### src/rtl/mem_write_arbiter.sv
// Two-port round-robin arbiter (with optional lock) onto the single data-memory write port.
// Latency: one cycle from accepted beat to memory write; halts after a nonzero mailbox write.
module mem_write_arbiter #(
    parameter logic [31:0] pWords = 32'd44
) (
    input  logic        iwClk,
    input  logic        iwRst,
    input  logic        iwValid0,
    input  logic [31:0] iwAddr0,
    input  logic [31:0] iwData0,
    input  logic [3:0]  iwWstrb0,
    input  logic        iwLock0,
    output logic        owReady0,
    input  logic        iwValid1,
    input  logic [31:0] iwAddr1,
    input  logic [31:0] iwData1,
    input  logic [3:0]  iwWstrb1,
    input  logic        iwLock1,
    output logic        owReady1,
    output logic [31:0] owMemWriteAddr,
    output logic [31:0] owMemWriteData,
    output logic [3:0]  owMemWstrb,
    output logic        owDone,
    output logic        owErr,
    input  logic        iwClearDone
);

    typedef enum logic [1:0] {ARB, LOCK0, LOCK1, HALT} state_t;

    state_t      state, state_nxt;
    logic        rr, rr_nxt;
    logic        accept;
    logic [31:0] sel_addr;
    logic [31:0] sel_data;
    logic [3:0]  sel_wstrb;
    logic        sel_lock;
    logic [31:0] word_idx;
    logic [31:0] byte_mask;
    logic        in_range;
    logic        trigger;

    always_comb begin
        owReady0 = 1'b0;
        owReady1 = 1'b0;
        case (state)
            ARB: begin
                // rr names the port preferred on contention
                if (iwValid0 && iwValid1) begin
                    owReady0 = !rr;
                    owReady1 = rr;
                end else begin
                    owReady0 = iwValid0;
                    owReady1 = iwValid1;
                end
            end
            LOCK0:   owReady0 = iwValid0;
            LOCK1:   owReady1 = iwValid1;
            default: ;
        endcase
    end

    assign accept    = owReady0 | owReady1;
    assign sel_addr  = owReady1 ? iwAddr1  : iwAddr0;
    assign sel_data  = owReady1 ? iwData1  : iwData0;
    assign sel_wstrb = owReady1 ? iwWstrb1 : iwWstrb0;
    assign sel_lock  = owReady1 ? iwLock1  : iwLock0;
    assign word_idx  = {2'b00, sel_addr[31:2]};
    assign in_range  = word_idx < pWords;
    assign byte_mask = {{8{sel_wstrb[3]}}, {8{sel_wstrb[2]}}, {8{sel_wstrb[1]}}, {8{sel_wstrb[0]}}};
    assign trigger   = accept && in_range && (word_idx == pWords - 32'd1)
                       && (sel_wstrb != 4'h0) && ((sel_data & byte_mask) != 32'h0);

    always_comb begin
        state_nxt = state;
        rr_nxt    = rr;
        if (accept) begin
            rr_nxt = owReady0;
        end
        case (state)
            ARB: begin
                if (accept && sel_lock) begin
                    state_nxt = owReady1 ? LOCK1 : LOCK0;
                end
            end
            // Dropping lock ends the hold whether or not a beat went through with it.
            LOCK0: if (!iwLock0) state_nxt = ARB;
            LOCK1: if (!iwLock1) state_nxt = ARB;
            HALT:  if (iwClearDone) state_nxt = ARB;
            default: state_nxt = ARB;
        endcase
        if (trigger) begin
            state_nxt = HALT;
        end
    end

    always_ff @(posedge iwClk or posedge iwRst) begin
        if (iwRst) begin
            state          <= ARB;
            rr             <= 1'b0;
            owMemWriteAddr <= 32'h0;
            owMemWriteData <= 32'h0;
            owMemWstrb     <= 4'h0;
            owDone         <= 1'b0;
            owErr          <= 1'b0;
        end else begin
            state <= state_nxt;
            rr    <= rr_nxt;
            owErr <= accept && !in_range;
            if (accept && in_range) begin
                owMemWriteAddr <= sel_addr;
                owMemWriteData <= sel_data;
                owMemWstrb     <= sel_wstrb;
            end else begin
                owMemWstrb <= 4'h0;
            end
            if (trigger) begin
                owDone <= 1'b1;
            end else if (iwClearDone) begin
                owDone <= 1'b0;
            end
        end
    end

endmodule
### config.mk
export PLATFORM = sky130hd
export DESIGN_NAME = mem_write_arbiter
export DESIGN_NICKNAME = d
export VERILOG_FILES = /design/src/rtl/mem_write_arbiter.sv
export SDC_FILE = /design/constraint.sdc
export NUM_CORES = 1
export LEC_CHECK = 0
export ABC_AREA = 1
export CORE_ASPECT_RATIO = 1.75
export CORE_MARGIN = 5
export CORE_UTILIZATION = 30
export DETAILED_ROUTE_END_ITERATION = 6
export GPL_TIMING_DRIVEN = 0
export PLACE_DENSITY = 0.63
export SKIP_LAST_GASP = 1
export SLEW_MARGIN = 40
export SYNTH_ARGS = -nofsm -noshare
export SYNTH_HDL_FRONTEND = slang
export SYNTH_SLANG_ARGS = --single-unit
### constraint.sdc
create_clock -name iwClk -period 3.46 [get_ports iwClk]
set_clock_uncertainty 0.15 [all_clocks]
set_input_delay 1.038 -clock iwClk [delete_from_list [all_inputs] [get_ports iwClk]]
set_output_delay 1.038 -clock iwClk [all_outputs]
set_load 0.1 [all_outputs]
Word level (Yosys, flattened, before mapping)
Cells that the tools add are included.
{ "totals": {"register_bits": 73, "in_bits": 143, "out_inout_bits": 72, "wordCells": 50} }
{ "op_classes": {"magnitude_cmp": 1, "n_eq_ne": 8, "muxes": 18, "bitwise": 2, "n_reduce_logical": 14} }
{ "op_table": {"columns": ["cell", "n"], "rows": [
  ["$mux W32", 2],
  ["$and A32 B32 Y32", 1],
  ["$reduce_bool A32 Y1", 1],
  ["$eq A30 B6 Y1 const B", 1],
  ["$lt A30 B6 Y1 const B", 1],
  ["$mux W2", 6],
  ["$ne A3 B3 Y1 const B", 4],
  ["$mux W4", 2],
  ["$pmux W2 S4", 1],
  ["$logic_and A1 B1 Y1", 7],
  ["$mux W1", 5],
  ["$eq A2 B2 Y1 const B", 2],
  ["$pmux W1 S2", 2],
  ["$reduce_and A4 Y1", 1],
  ["$reduce_bool A4 Y1", 1],
  ["$eq A2 B1 Y1 const B", 1],
  ["$logic_not A1 Y1", 2],
  ["$logic_not A2 Y1", 1],
  ["$reduce_bool A2 Y1", 1],
  ["$or A1 B1 Y1", 1]
]} }

Depth between registers and ports, before layout
Gate-level depths: netlist (run 1).
{ "logic_depth": {"ltp_word": 11, "ltp_mapped": 17, "depth_no_buf": 14} }

Worst setup path before layout (run 1)
No wires, ideal clock.
{ "synth_path": {"path_kind": "input -> output", "start": "in iwValid1", "end": "out owReady1", "arrival_time_ns": 2.022, "required_time_ns": 2.272, "setup_slack_ns": 0.250, "cell_stages": 6, "path_buffers": 2, "cell_sequence": "inv_1 > nor2_2 > nand2_2 > buf_2 > inv_1 > buf_2"} }
{ "synth_via": {"elab_chain_cells": 3} }
{ "synth_rtl": {"columns": ["item", "line", "source"], "rows": [
  ["start, declared", "14", "input logic iwValid1,"],
  ["$logic_and A1 B1 Y1", "48", "if (iwValid0 && iwValid1) begin"],
  ["$mux W1", "48", null],
  ["$pmux W1 S2 (*)", "45", "case (state)"],
  ["end, declared", "19", "output logic owReady1,"]
]} }
Every way passes the cells marked *; elsewhere a longest branch is shown, timed or not.

Final worst setup path (run 1)
Same ends and word-level chain as after synthesis.

==> results list, run 1 <==
- The die is 167 microns tall.
- The congestion estimate from routability-driven global placement came to roughly 0.85.
* Post-detail-place hpwl: 13,600 microns
* Gr usage total: between 20% and 30%
- At the worst endpoint, the required time is between 2 and 2.5 ns.
* Area after DPL: 6270 sq um
* Proportion of synthesized chip area in sequential cells: 43.1%
* Core Rows: 57
- The area growth from synthesis to layout is 57.7%.
- Max VDD drop: 0.000255 V
- The clock reaches the later pin of the worst-skew pair after 0.34 ns.
- Power density over the cells: 468 nW/um^2
- The worst setup path is captured at a primary output.
* Die Footprint: 16,700 sq um
- The number of max-slew violations in the final report was 0.
* Final-layout fill cell count: around 1,400
* H-tree levels: 3
* Total number of nets in the final design: 1,031
- Dividing the detail-routed wire length by the instance count gives approximately 16 microns.
* Highest attainable clock frequency: 311 MHz
* Iteration count of the initial detailed-routing pass: 4
- After floorplanning, the core was sized to cover around 14,000 sq um.
- For flop-to-flop paths, the worst setup slack is around 0.91 ns.
- TritonCTS created 9 clock buffers.
* DR DRC count: 0
- Setup violations remaining at the end of the flow were counted as 0.
* Global-route wire length before repair: 25,700 microns
- The routed design has 16,900 microns of wire.
- Share of post-route cells with drive strength above 1: 15.1%
- The worst setup path is launched from a primary input.
- Horizontal die dimension: 99.9 microns
* Synth Instances: between 600 and 700
- Dividing the detail-routed via count by the number of cells gives 4.43.
* Antenna diode count: 0
- During I/O placement, the number of pins put on the boundary was 215.
* Most common cell in the netlist: nand2_1
- Cell area after technology mapping: 4240 sq um
- Arr. time, crit path: 2.02 ns
- CTS tree: yes
* Portion of synthesized cell area occupied by the leading cell type: a little over two fifths
- The flow ran to the end, and the final reports show no timing, DRC or antenna violations.
- Hold bufs inserted after CTS: 0
* Number of distinct library cells after synthesis: 23
- GR Overflow Total: 0
- Final hold violations: 0
* Post-layout min period: 3.21 ns
- The most used flip-flop cell after synthesis is dfrtp_1.
- Post-synthesis cell type with the largest combined area: dfrtp_1
- Worst-Margin Slew: 0.651 ns
* Layout Cell Area excl Fill: 6690 sq um
- After clock tree synthesis, the clock-pin slew on the worst setup and hold paths is 0.06 ns.
* Syn_nets: 799
- Dividing the final minimum period by the clock period gives 92.8%.
* Antenna violations before repair: 0
- Clk buf depth: 2
- In this run the tool buffered the top-level ports with ~210 buffer cells.
- Averaged over all synthesized cells, the footprint is 6.47 sq um.
- Number of nets still failing antenna checks after routing: 0
- Entering global routing, the biggest net connects 41 pins.
- Clk sink count: 73
- The tool flagged a number of max-cap violations equal to 0.
* Yosys reg bits: 73
- Proportion of synthesized flip-flops having asynchronous set or reset: between 90% and 100%
- The tree is rooted in a clkbuf_16.
* Unrepaired setup endpoints after global routing: no
- Remaining max-slew budget at the tightest pin: 56.6%
- The routed layout has 4,736 vias.
- For this block, the initial DRC count from the detailed router was 195.
- After synthesis, the cell types taking the most area are dfrtp_1, nand2_1, inv_1.
- Most numerous cell types in the synthesized netlist: nand2_1, dfrtp_1, inv_1, nand3_1, nor2_1
* Vias in the first global route: 4,682
- Critical setup path kind: in2out
- Starting density of the core: 30.5%
- Number of flops mapped to enable cells by yosys: 0
- Largest driver fanout on the critical path: 4
- For this run, the number of Yosys warnings is 0.
- Leakage component of the power: 3.96 nW
* Classification of the worst-slack hold path: reg2reg
* Hold slack final: slightly above 0.3 ns
-- placed cells by master (no fill, tap or decap), drive strengths merged --
cell,count
nor2,33
dlygate4sd2,1
nand2,365
nand3b,15
a21oi,3
nand4,1
nand3,45
o311ai,1
a211oi,1
inv,72
clkinv,1
dfrtp,73
clkdlybuf4s50,140
nor3,1
o21bai,1
clkbuf,18
clkinvlp,3
o21ai,14
buf,104
dlymetal6s2s,1
-- state kept, by name, indices dropped and copies added (netlist names) --
register / flops
owDone: 1
rr: 1
owMemWstrb: 4
owErr: 1
owMemWriteAddr: 32
owMemWriteData: 32
state: 2
-- worst paths after layout --
path / start / to / cells past startpoint
max: iwValid1 / owReady1 / 8
min: owMemWriteAddr[17]$_DFFE_PP0P_ / owMemWriteAddr[17]$_DFFE_PP0P_ / 2
max reg2reg: state[0]$_DFFE_PP0P_ / state[0]$_DFFE_PP0P_ / 14
min reg2reg: owMemWriteAddr[17]$_DFFE_PP0P_ / owMemWriteAddr[17]$_DFFE_PP0P_ / 2
max in group asynchronous: iwRst / owMemWriteData[27]$_DFFE_PP0P_ / 3
min in group asynchronous: iwRst / owMemWriteAddr[18]$_DFFE_PP0P_ / 2
-- cell families (layout without fill, tap and decap cells) --
family / after synthesis / count (layout) / synth area share (%)
AOI/OAI and AO/OA: 20 / 20 / 2.57
buffers and inverters: 103 / 340 / 10.6
DFF: 73 / 73 / 43.1
and+or+nand+nor: 460 / 460 / 43.8
-- critical path, stage by stage --
cell and delay (ns):
dlygate4sd2_1 0.21, inv_2 0.05, nor2_4 0.17, nand2_4 0.09, buf_8 0.13, inv_4 0.05, buf_6 0.11, buf_12 0.17
-- routing by layer --
metal / vias to the layer above / share of wire (%) / global-route usage [%]
met2: 175 / 54 / 37.9
met3: 32 / 7.4 / 5.12
met4: 0 / 3.4 / 7.85
met5: - / 0 / 0
met1: 2092 / 35 / 20.6
li1: 2437 / - / -
-- final cells by class --
class	count	area, sq um	share of cell area (%)
clock buffers	11	243	3.63
well taps	177	221	3.31
inverters	71	274	4.10
repair buffers	222	1880	28.1
plain buffers	31	209	3.12
multi-input cells	480	2000	29.9
clock inverters	5	40.0	0.599
flip-flops and latches	73	1830	27.3
-- power breakdown --
part / internal [mW] / switching, mW / leakage, nW / total (mW)
logic: 0.503 / 0.851 / 2.82 / 1.35
clock network: 0.509 / 0.372 / 0.128 / 0.881
registers: 0.878 / 0.0169 / 1.01 / 0.894
total: 1.89 / 1.24 / 3.96 / 3.13
-- per-stage QoR --
step	utilization, %	power, mW	worst slack [ns]	TNS (ns)	instances
2_1_floorplan	-	1.72	0.250	0	656
3_3_place_gp	47.5	2.19	-1.37	-90.49	1047
3_5_place_dp	45.1	2.18	-0.665	-22.32	1048
4_1_cts	47.8	3.16	-0.0135	-0.0785	1070
5_1_grt	48.1	3.35	0.173	0	1070
6_report	48.1	3.13	0.248	0	1070
-- what timing repair did --
item	4_1_cts	5_1_grt
pin swaps	2	1
setup endpoints to repair	5	72
buffers inserted	6	1
resized for setup	19	13
Power figures use the tool's default switching activity.
==> inputs of run 2 (changes only) <==
--- a/config.mk
+++ b/config.mk
@@ -11,6 +11,7 @@
 export CORE_UTILIZATION = 30
 export DETAILED_ROUTE_END_ITERATION = 6
 export GPL_TIMING_DRIVEN = 0
+export HOLD_SLACK_MARGIN = 0.06
 export PLACE_DENSITY = 0.63
 export SKIP_LAST_GASP = 1
 export SLEW_MARGIN = 40
==> results of run 2 <==
Final layout, timing and power as in run 1 (identical DEF).
==> inputs of run 3 (changes only) <==
--- a/config.mk
+++ b/config.mk
@@ -6,6 +6,7 @@
 export NUM_CORES = 1
 export LEC_CHECK = 0
 export ABC_AREA = 1
+export ABC_CLOCK_PERIOD_IN_PS = 3460
 export CORE_ASPECT_RATIO = 1.75
 export CORE_MARGIN = 5
 export CORE_UTILIZATION = 30
==> results of run 3 <==
Final layout, timing and power as in run 1 (identical DEF).
==> edit 1: new RTL, settings of run 3 <==
Reset style: synchronous (`iwRst`), changed in one clocked block.
--- a/src/rtl/mem_write_arbiter.sv
+++ b/src/rtl/mem_write_arbiter.sv
@@ -95,3 +95,3 @@
 
-    always_ff @(posedge iwClk or posedge iwRst) begin
+    always_ff @(posedge iwClk) begin
         if (iwRst) begin
Formal check against the unedited RTL: differs if iwRst is asserted again (counterexample within 4 cycles, from zero or initial values and one cycle with iwRst high); with iwRst held inactive, the same outputs for 10 cycles.
==> edit 1 against run 3 <==
Non-clock buffer count is 5 lower; worst setup slack worse by 160 ps; power is 7.2% lower; sequential cell count stayed put; critical endpoint unchanged; synthesized cell count is 3.0% higher; synthesized area is 6.0% lower; cell area is 5.2% lower; first-iteration DRC count is 27% lower; routed wire length is 7.7% lower.
==> edit 1: results (changes against run 3) <==
[layout]
multi_input_area_um2=2120  ; +6.3%
final_nets=1045  ; +1.4%
nonClockBufferCount=248  ; -2.0%
seq_cells=73  ; unchanged
buf_share_pct=31.8  ; +0.64 points
multi_input_gates=512  ; +6.7%
fillers=1407  ; -1.7%
drive_gt1_share_pct=14.0  ; -1.1 points
n_all_inverters=58  ; -18%
ff_latch_area_um2=1460  ; -20%
nClkBuffers=12  ; +1
area_share_clock_buf_inv_pct=4.85  ; +0.63 points
final_util_pct=48.8  ; +0.67 points

[routing]
viasPerCell=4.35  ; -1.8%
drt-initial-drc-count=142  ; -27%
routed_wl_mm=15.6  ; -7.7%
wl_per_cell_um=14.5  ; -8.4%
first_pass_iters=6  ; +2
wl_met3_mm=1.08  ; -14%
wl_met1_mm=5.37  ; -8.6%
met2WireLength_mm=8.62  ; -6.2%

[synth]
ys_seq_area_share_pct=36.6  ; -6.4 points
synthTopCellsByArea=dfxtp_1 (37%), nand2_1 (35%), a21oi_1 (5.8%)
postSynthAreaPerCell_um2=5.90  ; -8.7%
synth_nets=819  ; +2.5%
async_flop_share_pct=0  ; -100 points
synth_common_cells=nand2_1 (367), dfxtp_1 (73), inv_1 (55)

[global_routing]
grt_use_met3_pct=6.00  ; +0.88 points
use_met2_pct=39.3  ; +1.4 points
grt_util_met1_pct=18.5  ; -2.2 points
grt_usage_pct=19.8  ; -0.31 points
grt_start_max_net_pins=13  ; -68%
grt_pass1_wl_mm=24.1  ; -6.1%

[critical_path]
slowest_delay_ps=270  ; +60 ps
crit_arrival_ps=2180  ; +160 ps
worstPathMaxFanout=10  ; +6

[place]
dp_hpwl_mm=12.9  ; -5.1%
placedCellCount=1060  ; +1.1%
placed_area_um2=5980  ; -4.6%
io_buffer_count=213  ; -0.47%
dp_slack_ps=-765  ; -99.6 ps
place_congestion=0.815  ; -4.5%

[timing]
tightest_slew_ps=683  ; +31.7 ps
whs_ps=282  ; -28.8 ps
period_needed_ps=3370  ; +155 ps

[pwr]
vdd_ir_drop_max_mv=0.290  ; +14%
p_int_mw=1.87  ; -1.1%
p_leak_nw=3.13  ; -21%

[outcome]
status=finished clean

[clock_network]
h-tree-depth=3  ; unchanged
postCtsSetupBuffers=2  ; -4
cts_resized=12  ; -7

edit 1: kinds of logic (layout without fill, tap and decap cells):
group / after synthesis / count (layout) / share of synthesized area (%)
compound gates: 59 / 59 / 7.62
flops: 73 / 73 / 36.6
buf+inv: 91 / 322 / 10.5
simple gates: 453 / 453 / 45.3
edit 1: power groups by stage:
stage               combinational (mW)  clock [mW]  sequential [mW]
finish                            1.08       0.949            0.874
global route                      1.22        1.01            0.876
CTS                               1.11       0.967            0.874
detailed placement                1.06           0            0.892
global placement                  1.07           0            0.893
floorplan                        0.650           0            0.901
edit 1: path summary, 6_finish.rpt:
check / from / endpoint / cells after the start
worst max-delay path: iwValid1 / owReady1 / 8
worst min-delay path: owMemWriteAddr[10]$_SDFFE_PP0P_ / owMemWriteAddr[10]$_SDFFE_PP0P_ / 2
worst max register to register: state[1]$_SDFFE_PP0P_ / owDone$_SDFFE_PP0P_ / 15
worst min register to register: owMemWriteAddr[10]$_SDFFE_PP0P_ / owMemWriteAddr[10]$_SDFFE_PP0P_ / 2
==> edit 2: new RTL, config.mk and constraints of run 3 <==
Made on the original files. Set the parameter `pWords` to 32'd32 (it was 32'd44).
--- a/src/rtl/mem_write_arbiter.sv
+++ b/src/rtl/mem_write_arbiter.sv
@@ -3,3 +3,3 @@
 module mem_write_arbiter #(
-    parameter logic [31:0] pWords = 32'd44
+    parameter logic [31:0] pWords = 32'd32
 ) (
Check against the original RTL: not equivalent (Yosys sat finds a counterexample within 4 cycles, from zero or initial values and one cycle with iwRst high).
==> edit 2 against run 3 <==
Cell area fell by 3.0%; synthesized cell count down 6.3%; power shrank 4.5%; routed wire length shrank 8.2%; worst setup slack worse by 34 ps; sequential power is 0.7% lower; clock power up 7.8%; synthesized area fell by 5.6%; non-clock buffer count down 6; combinational power down 15%; sequential cell count unchanged; via count down 4.5%; critical path type unchanged.
==> edit 2: results (changes against run 3) <==
[worst_hold_path]
hold_start=owMemWriteAddr[20]$_DFFE_PP0P_
holdPathStages=2  ; unchanged

[clock_network]
cts_buffers=9  ; unchanged
clk_path_buf_depth=2  ; unchanged
clkTransAtPathRegs_ps=60  ; about the same
insertion_delay_ps=330

[routing]
routed_wl_mm=15.5  ; -8.2%
wl_per_cell_um=15.1  ; -4.4%
drt-initial-drc-count=162  ; -17%
viasPerCell=4.40  ; -0.52%

[global_routing]
grt_usage_pct=19.4  ; -0.72 points
grt_pass1_vias=4582  ; -2.1%
grt_pass1_wl_mm=24.1  ; -6.3%
antenna_found_initial=1  ; +1
grt.overflow.total=0  ; unchanged
grt_start_max_net_pins=61  ; +49%

[layout]
fillers=1328  ; -7.2%
reg_top3=owMemWriteAddr x32, owMemWriteData x32, owMemWstrb x4
drive_gt1_share_pct=14.4  ; -0.68 points
final_nets=990  ; -4.0%

[critical_path]
worstPathMaxFanout=4  ; unchanged
reg2reg_depth=14  ; unchanged
critPathTopFamily=buffers and inverters
slowest_delay_ps=210  ; about the same

[place]
dp_slack_ps=-643  ; +21.7 ps
dp_hpwl_mm=12.3  ; -8.9%
placed_area_um2=6040  ; -3.7%
io_buffer_count=214  ; unchanged
place_congestion=0.913  ; +7.0%

[synth]
yosysWarnings=0  ; unchanged
synth_nets=758  ; -5.1%
synth_compound_area_share_pct=1.75  ; -0.82 points
synth_common_cells=nand2_1 (391), dfrtp_1 (73), inv_1 (48)
synthTopCellsByArea=dfrtp_1 (46%), nand2_1 (37%), inv_1 (4.5%)
synthAdderAreaFrac_pct=0  ; unchanged
async_flop_share_pct=100  ; unchanged
ys_seq_area_share_pct=45.6  ; +2.5 points
syn_inst=615  ; -6.3%

[timing]
slew_headroom_pct=59.9  ; +3.3 points

[pwr]
p_leak_nw=3.85  ; -2.6%
vdd_ir_drop_max_mv=0.356  ; +40%

[outcome]
status=finished clean

edit 2: changes by cell type in the layout (fill, tap and decap cells not counted), moves of 4 or more:
cell / run 3 / this run
clkbuf_1: 4 / 9
nand3_1: 43 / 19
inv_1: 66 / 46
nand3b_1: 15 / 8
nand2_1: 364 / 391
buf_2: 83 / 78
o21ai_1: 10 / 1
clkbuf_2: 4 / 0
buf_6: 7 / 1
edit 2: power by group:
group | total, mW | internal (mW) | switching (mW)
clock | 0.950 | 0.564 | 0.386
sequential | 0.888 | 0.873 | 0.0147
combinational | 1.15 | 0.450 | 0.699
edit 2: metal layers:
layer,part of all wire [%],GRT usage [%],vias to the layer above,routed length [um]
li1,-,-,2303,-
met1,37,20.5,2027,5740
met2,54,36.7,161,8340
met3,5.7,4.03,31,877
met4,3.5,8.32,0,535
met5,0,0,-,0
edit 2: final cells by class:
cell class	count	share of cell area, %
Antenna cell	1	0.0386
Buffer	26	2.60
Clock buffer	9	3.47
Clock inverter	7	1.21
Inverter	51	3.10
Multi-Input combinational cell	465	28.9
Sequential cell	73	28.2
Tap cell	174	3.36
Timing Repair Buffer	221	29.2
edit 2: timing repair:
item	CTS	global route
setup endpoints to repair	12	60
resized for setup	20	6
setup buffers	6	0
pin swaps	3	0
edit 2: final timing paths:
check	to	slack (ps)
setup / recovery	owReady0	210
hold / removal	owMemWriteAddr[20]$_DFFE_PP0P_	310
setup reg to reg	owMemWriteAddr[19]$_DFFE_PP0P_	890
hold reg to reg	owMemWriteAddr[20]$_DFFE_PP0P_	310
max in group asynchronous	owMemWriteData[18]$_DFFE_PP0P_	1790
min in group asynchronous	owMemWriteAddr[15]$_DFFE_PP0P_	840
edit 2: tightest hold or removal path: stages, from the launching register on:
cell     delay [ps]
dfrtp_1         330
nand2_1          50
inv_1            40
